### config.mk
export PLATFORM = sky130hd
export DESIGN_NAME = slave_port_param
export DESIGN_NICKNAME = d
export VERILOG_FILES = /design/src/rtl/slave_port_param.sv
export SDC_FILE = /design/constraint.sdc
export NUM_CORES = 1
export LEC_CHECK = 0
export ABC_AREA = 0
export CORE_UTILIZATION = 45
export DETAILED_ROUTE_END_ITERATION = 8
export GPL_TIMING_DRIVEN = 0
export PLACE_DENSITY = 0.7
export SYNTH_ARGS = -nofsm -noshare
export SYNTH_HDL_FRONTEND = slang
export SYNTH_SLANG_ARGS = --single-unit
export TNS_END_PERCENT = 10
### constraint.sdc
create_clock -name clk -period 5.13 [get_ports clk]
set_clock_uncertainty 0.1 [all_clocks]
set_input_delay 1.2825 -clock clk [delete_from_list [all_inputs] [get_ports clk]]
set_output_delay 1.2825 -clock clk [all_outputs]
set_load 0.1 [all_outputs]
### src/rtl/slave_port_param.sv
// Serial command slave: shifts in address/write data LSB first, strobes a memory port, and shifts read data out.
// Optional SLAVE_PORT_PARITY_EN adds an even parity bit after each data word in both directions.
module slave_port_param #(
    parameter int ADDR_WIDTH = 12,
    parameter int DATA_WIDTH = 8,
    parameter int BURST_LEN  = 4
) (
    input  logic                  clk,
    input  logic                  reset,
    input  logic                  read_en,
    input  logic                  write_en,
    input  logic                  rx_burst,
    input  logic                  master_valid,
    input  logic                  master_ready,
    input  logic                  rx_address,
    input  logic                  rx_data,
    output logic                  slave_ready,
    output logic                  slave_valid,
    output logic                  tx_data,
    output logic                  rx_done,
    output logic                  slave_tx_done,
    output logic [ADDR_WIDTH-1:0] mem_addr,
    output logic [DATA_WIDTH-1:0] mem_wdata,
    output logic                  mem_write,
    output logic                  mem_read,
    input  logic [DATA_WIDTH-1:0] mem_rdata,
    input  logic                  mem_rvalid,
    output logic                  parity_err
);
`ifdef SLAVE_PORT_PARITY_EN
    localparam int PAR_BITS = 1;
`else
    localparam int PAR_BITS = 0;
`endif
    localparam int WBITS   = DATA_WIDTH + PAR_BITS;
    localparam int CNT_MAX = (ADDR_WIDTH > WBITS) ? ADDR_WIDTH : WBITS;
    localparam int CW      = $clog2(CNT_MAX);
    localparam int BW      = $clog2(BURST_LEN);

    // state  | meaning
    // IDLE   | wait for a command with exactly one enable
    // ADDR   | shift in address bits 1..ADDR_WIDTH-1
    // WDATA  | shift in one write beat (plus parity when enabled)
    // MWRITE | single-cycle memory write strobe
    // MREAD  | single-cycle memory read strobe
    // MWAIT  | wait for mem_rvalid
    // TX     | shift read beat out under master_ready
    typedef enum logic [2:0] {IDLE, ADDR, WDATA, MWRITE, MREAD, MWAIT, TX} state_t;

    state_t                state, next_state;
    logic                  op_read, burst_q;
    logic [CW-1:0]         bit_cnt;
    logic [BW-1:0]         beat_cnt;
    logic [ADDR_WIDTH-1:0] addr_sr;
    logic [DATA_WIDTH-1:0] data_sr;
    logic [WBITS-1:0]      tx_sr, rdata_word;
    logic                  cmd_ok, cnt_zero, beats_left, par_slot, par_fail;
    logic                  mem_write_d, mem_read_d, slave_valid_d, tx_done_d;

    assign cmd_ok     = master_valid && (read_en ^ write_en);
    assign cnt_zero   = (bit_cnt == '0);
    assign beats_left = burst_q && (beat_cnt != '0);

`ifdef SLAVE_PORT_PARITY_EN
    assign par_slot   = cnt_zero;
    assign rdata_word = {^mem_rdata, mem_rdata};
`else
    assign par_slot   = 1'b0;
    assign rdata_word = mem_rdata;
`endif
    assign par_fail = par_slot && (state == WDATA) && master_valid && (rx_data != ^data_sr);

    always_ff @(posedge clk or negedge reset) begin
        if (!reset) state <= IDLE;
        else        state <= next_state;
    end

    always_comb begin
        next_state = state;
        case (state)
            IDLE:    if (cmd_ok) next_state = ADDR;
            ADDR:    if (master_valid && cnt_zero) next_state = op_read ? MREAD : WDATA;
            WDATA:   if (master_valid && cnt_zero) next_state = par_fail ? IDLE : MWRITE;
            MWRITE:  next_state = beats_left ? WDATA : IDLE;
            MREAD:   next_state = MWAIT;
            MWAIT:   if (mem_rvalid) next_state = TX;
            TX:      if (master_ready && cnt_zero) next_state = beats_left ? MREAD : IDLE;
            default: next_state = IDLE;
        endcase
    end

    // Strobes are computed from the upcoming state so their registers line up with it.
    always_comb begin
        mem_write_d   = (next_state == MWRITE);
        mem_read_d    = (next_state == MREAD);
        slave_valid_d = (next_state == TX);
        tx_done_d     = (state == TX) && (next_state != TX);
    end

    always_ff @(posedge clk or negedge reset) begin
        if (!reset) begin
            mem_write     <= 1'b0;
            rx_done       <= 1'b0;
            mem_read      <= 1'b0;
            slave_valid   <= 1'b0;
            slave_tx_done <= 1'b0;
            parity_err    <= 1'b0;
        end else begin
            mem_write     <= mem_write_d;
            rx_done       <= mem_write_d;
            mem_read      <= mem_read_d;
            slave_valid   <= slave_valid_d;
            slave_tx_done <= tx_done_d;
            parity_err    <= par_fail;
        end
    end

    always_ff @(posedge clk or negedge reset) begin
        if (!reset) begin
            op_read  <= 1'b0;
            burst_q  <= 1'b0;
            bit_cnt  <= '0;
            beat_cnt <= '0;
            addr_sr  <= '0;
            data_sr  <= '0;
            tx_sr    <= '0;
        end else begin
            case (state)
                IDLE: if (cmd_ok) begin
                    op_read  <= read_en;
                    burst_q  <= rx_burst;
                    beat_cnt <= BW'(BURST_LEN - 1);
                    addr_sr  <= {rx_address, addr_sr[ADDR_WIDTH-1:1]};
                    bit_cnt  <= CW'(ADDR_WIDTH - 2);
                end
                ADDR: if (master_valid) begin
                    addr_sr <= {rx_address, addr_sr[ADDR_WIDTH-1:1]};
                    bit_cnt <= cnt_zero ? CW'(WBITS - 1) : bit_cnt - 1'b1;
                end
                WDATA: if (master_valid) begin
                    if (!par_slot) data_sr <= {rx_data, data_sr[DATA_WIDTH-1:1]};
                    if (!cnt_zero) bit_cnt <= bit_cnt - 1'b1;
                end
                MWRITE: if (beats_left) begin
                    addr_sr  <= addr_sr + 1'b1;
                    beat_cnt <= beat_cnt - 1'b1;
                    bit_cnt  <= CW'(WBITS - 1);
                end
                MWAIT: if (mem_rvalid) begin
                    tx_sr   <= rdata_word;
                    bit_cnt <= CW'(WBITS - 1);
                end
                TX: if (master_ready) begin
                    tx_sr <= tx_sr >> 1;
                    if (!cnt_zero) begin
                        bit_cnt <= bit_cnt - 1'b1;
                    end else if (beats_left) begin
                        addr_sr  <= addr_sr + 1'b1;
                        beat_cnt <= beat_cnt - 1'b1;
                    end
                end
                default: ;
            endcase
        end
    end

    assign slave_ready = (state == IDLE) || (state == ADDR) || (state == WDATA);
    assign mem_addr    = addr_sr;
    assign mem_wdata   = data_sr;
    assign tx_data     = tx_sr[0];

endmodule

# ---- Yosys cells after proc, flatten, opt, wreduce, memory -nomap -nowiden
# Cells that the tools add are included.
# Widths: inputs -> output; s select.
dict set report word_totals {
  register_bits 43
  out_inout_bits 28
}
dict set report op_classes {
  eq_ne 17
  n_addsub 3
  muxes 32
  n_reduce_logical 20
  bitwise 1
}
# operator n
set op_table {}
lappend op_table {{$mux 12} 5}
lappend op_table {{$pmux 12 s4} 1}
lappend op_table {{$mux 4} 8}
lappend op_table {{$pmux 4 s6} 1}
lappend op_table {{$mux 3} 7}
lappend op_table {{$pmux 3 s7} 1}
lappend op_table {{$mux 8} 2}
lappend op_table {{$pmux 8 s2} 1}
lappend op_table {{$eq 3x3->1 const B} 5}
lappend op_table {{$ne 2x2->1 const B} 7}
lappend op_table {{$add 12x1->12 const B} 1}
lappend op_table {{$mux 2} 5}
lappend op_table {{$eq 3x2->1 const B} 3}
lappend op_table {{$reduce_and 7->1} 1}
lappend op_table {{$pmux 2 s3} 1}
lappend op_table {{$reduce_bool 6->1} 1}
lappend op_table {{$logic_and 1x1->1} 5}
lappend op_table {{$reduce_and 5->1} 1}
lappend op_table {{$logic_not 4->1} 1}
lappend op_table {{$reduce_and 2->1} 2}
lappend op_table {{$reduce_and 4->1} 1}
lappend op_table {{$reduce_bool 2->1} 2}
lappend op_table {{$reduce_bool 4->1} 1}
lappend op_table {{$sub 4x1->4 const B} 1}
lappend op_table {{other kinds (8)} 9}

# ---- Longest topological paths before layout
dict set report depth {
  ltp_word 7
  mapped_depth 8
  ltp_nobuf 7
}

# ---- Worst setup path after synthesis
# Ideal clock, no wire load.
dict set report synth_path {
  path_type {flip-flop to output port}
  from {register state[0]}
  to {output port slave_ready}
  path_stages_with_launch 5
  t_arrival_ns 2.319
  path_buffers 3
  required_time_ns 3.748
  slack_ns 1.429
  path_cell_list {dfrtp_1 buf_6 clkbuf_8 clkbuf_1 a21oi_1}
}
dict set report synth_via {
  elab_chain_cells 3
}
# element line
set synth_lines {}
lappend synth_lines {{from (decl)} 50} ;# state_t state, next_state;
lappend synth_lines {{from (signal assigned)} 75} ;# else state <= next_state;
lappend synth_lines {{$eq 3x1->1 or $logic_not 3->1 (tied branches)} 167} ;# assign slave_ready = (state == IDLE) || (state == ADDR) || (state == WDATA);
lappend synth_lines {{$logic_or 1x1->1} 167}
lappend synth_lines {{$logic_or 1x1->1 *} 167}
lappend synth_lines {{to (decl)} 17} ;# output logic slave_ready,
# Every way passes the cells marked *; elsewhere a longest branch is shown, timed or not.

# ---- Worst setup path in the final report
# Ends and elaborated chain as after synthesis.

==> results_dict.tcl <==
set metrics [dict create \
    cp.buffers_inverters 4 \
    outcome "complete, no violations" \
    grt_max_degree 40 \
    final_max_slew_viol_count 0 \
    worst_slew_pin_slew_ps 995.8 \
    synth_area_per_cell_sq_um 9.940 \
    max_stage_delay_ps 1140 \
    antenna_found_initial 0 \
    critical_path.startpoint_type "flop" \
    final_min_period_over_clock_period_pct 76.05 \
    fillerInstances 464 \
    max_freq_ghz 0.2563 \
    tritoncts "done" \
    initialDrtViolationCount 123 \
    number_of_core_rows 26 \
    post_cts.repair.setup_buffers 0 \
    detail_route.wl_per_cell_um 14.27 \
    h-tree-depth 2 \
    drv_cap 0 \
    die_area_sq_mm 0.005846 \
    vias_in_the_first_global_route 1961 \
    core_area_sq_mm 0.005238 \
    worst_hold_path.endpoint "tx_sr[3]" \
    setup_cp_type "reg -> out" \
    synthArstFlopShare_pct 100.0 \
    synth_cells 251 \
    timing.critical_path.required_ps 3750 \
    holdCritPathClass "reg -> reg" \
    worst_hold_path.num_cells 2 \
    io-pin-count 46 \
    gp_routability_congestion 0.8055 \
    netlist_area_sq_mm 0.002495 \
    reg2reg_to "mem_addr[8]" \
    setup.reg_to_reg.worst_slack_ps 2960 \
    vias 2044 \
    cell_family_with_the_largest_share_of_critical_path_delay "buffers and inverters" \
    yosys.cell_types.count 61 \
    r2r_cells 7 \
    min_from "tx_sr[3]" \
    wirelength_um 5336 \
    drt-vias-per-instance 5.465 \
    max-slew-margin-rel_pct 33.40 \
    rsz0062_at_grt "no" \
    clk_path_buf_depth 2 \
    antenna-diode-count 0 \
    ant_nets 0 \
    clk_transition_reported_paths_ps 80 \
    final_critical_path_setup_slack_ps 1229 \
    min_period_ps 3901 \
    report.final.setup_viol 0 \
    final.setup.tns_ps 0 \
    final_cell_mix "43 x sky130_fd_sc_hd__dfrtp_1, 43 x sky130_fd_sc_hd__clkdlybuf4s50_1, 26 x sky130_fd_sc_hd__o21ai_0, 21 x sky130_fd_sc_hd__nand2_1, 17 x sky130_fd_sc_hd__nor3_1" \
    io_buffers 44 \
    dominantRegCellSynth "sky130_fd_sc_hd__dfrtp_1" \
    critPathSlowestCell "sky130_fd_sc_hd__clkdlybuf4s50_1" \
    syn_to_final_growth_pct 25.18 \
    dp.final_hpwl_um 3808 \
    synth-warning-count 0 \
    starting_utilization_of_the_core_area_pct 47.63 \
    synth_enable_flop_cells 0 \
    tritoncts_buffers 5 \
    grt_usage_pct 19.64 \
    chipWidth_um 76.46 \
    cp_data_arrival_time_ps 2520 \
    final_net_count 325 \
    critPathCaptureType "output pin" \
    drc 0 \
    synth.yosys.seq_area_share_pct 43.13 \
    crit_path_cells "buf_6, clkbuf_8, clkbuf_1, a21oi_1, clkdlybuf4s50_1" \
    syn_nets 273 \
    placement.setup.worst_slack_ps 1550 \
    die_height_um 76.46 \
    grt_first_pass_wirelength_um 9280 \
    worst_r2r_start "bit_cnt[0]" \
    timing.critical_path.depth 5 \
    global_route.overflow_total 0 \
    tritoncts_num_sinks 43 \
    layout.core_utilization_pct 59.63 \
    cts-hold-fix-buffers 0 \
    sequential_cell_area_in_the_final_layout_sq_mm 0.001076 \
    worstPathMaxFanout 10 \
    multiInputGateArea_sq_mm 0.001247 \
    cts_root_buffer "sky130_fd_sc_hd__clkbuf_8" \
    worst_setup_path_startpoint "state[0]" \
    finalHoldViolCount 0 \
    detailedRoute.firstPassIterationCount 4 \
    clock_insertion_delay_worst_skew_ps 300 \
    ys_ff_latch 43 \
    cts_resized 0 \
    fraction_of_layout_instances_using_a_drive_strength_above_1_pct 15.79 \
]
## worst max path at each step
stage	end
floorplan	slave_ready
detailed placement	slave_ready
global route	slave_ready
finish	slave_ready
global placement	tx_sr[3]
CTS	slave_ready
## synthesized netlist by cell type (2+ instances only)
cell | number | area, sq um
sky130_fd_sc_hd__nand4_1 | 2 | 12.51
sky130_fd_sc_hd__buf_2 | 4 | 20.02
sky130_fd_sc_hd__o31ai_1 | 2 | 15.01
sky130_fd_sc_hd__ha_1 | 4 | 50.05
sky130_fd_sc_hd__a21oi_1 | 13 | 65.06
sky130_fd_sc_hd__mux2_2 | 9 | 101.4
sky130_fd_sc_hd__a31oi_1 | 3 | 18.77
sky130_fd_sc_hd__inv_1 | 7 | 26.28
sky130_fd_sc_hd__clkbuf_1 | 2 | 7.510
sky130_fd_sc_hd__o21ai_0 | 26 | 130.1
sky130_fd_sc_hd__nand2b_1 | 2 | 12.51
sky130_fd_sc_hd__nor3_1 | 17 | 85.08
sky130_fd_sc_hd__or2b_1 | 2 | 15.01
sky130_fd_sc_hd__nand3_1 | 7 | 35.03
sky130_fd_sc_hd__buf_4 | 2 | 15.01
sky130_fd_sc_hd__mux2i_1 | 7 | 70.07
sky130_fd_sc_hd__nand2_1 | 21 | 78.83
sky130_fd_sc_hd__o21a_1 | 4 | 30.03
sky130_fd_sc_hd__nor2_1 | 13 | 48.80
sky130_fd_sc_hd__o22ai_1 | 4 | 25.02
sky130_fd_sc_hd__a2bb2oi_1 | 9 | 78.83
sky130_fd_sc_hd__xor2_1 | 3 | 26.28
sky130_fd_sc_hd__clkbuf_8 | 5 | 68.82
sky130_fd_sc_hd__a211oi_1 | 2 | 15.01
sky130_fd_sc_hd__buf_6 | 3 | 33.78
sky130_fd_sc_hd__dfrtp_1 | 43 | 1076
## metrics by stage
step           hold slack (ps)  instance area, sq um  std cells
2_1_floorplan            349.2                  2495        251
3_3_place_gp             366.8                  3023        365
3_5_place_dp             374.3                  3038        366
4_1_cts                  394.1                  3123        374
5_1_grt                  406.0                  3123        374
6_report                 389.7                  3123        374
## per-layer routing
layer / routed length [um] / global-route usage [%]
met4: 97 / 7.115
met1: 2662 / 27.56
met5: 0 / 0
met3: 253 / 3.832
met2: 2323 / 30.00
## cell type report
| type | count | share of cell area (%) |
|---|---|---|
| clock inverters | 2 | 0.4006 |
| multi-input cells | 185 | 39.94 |
| plain buffers | 16 | 4.647 |
| well taps | 70 | 2.804 |
| flip-flops and latches | 43 | 34.46 |
| inverters | 7 | 0.8413 |
| repair buffers | 45 | 14.58 |
| clock buffers | 6 | 2.324 |
## registers in the layout (all words and copies together), names as in the netlist, 2 cells and up
register / count
beat_cnt: 2
bit_cnt: 4
mem_addr: 12
mem_wdata: 8
state: 3
tx_sr: 8
## worst min-delay path, stage by stage (launching register included)
cell and delay (ps):
sky130_fd_sc_hd__dfrtp_1 350, sky130_fd_sc_hd__nand2_1 50, sky130_fd_sc_hd__o21ai_0 60
## logic make-up (layout without fill, tap and decap cells)
family / count (synthesis) / in the layout / synth area share, %
fa+ha+maj: 4 / 4 / 2.006
xor+xnor: 4 / 4 / 1.404
compound gates: 78 / 78 / 21.31
buf+inv: 23 / 76 / 6.871
other cells: 1 / 1 / 0.1503
mux: 17 / 17 / 7.322
simple gates: 81 / 81 / 17.80
flops: 43 / 43 / 43.13
Power is not shown: default switching activity piles up to over one toggle a cycle in this logic, so the estimate is an artifact.
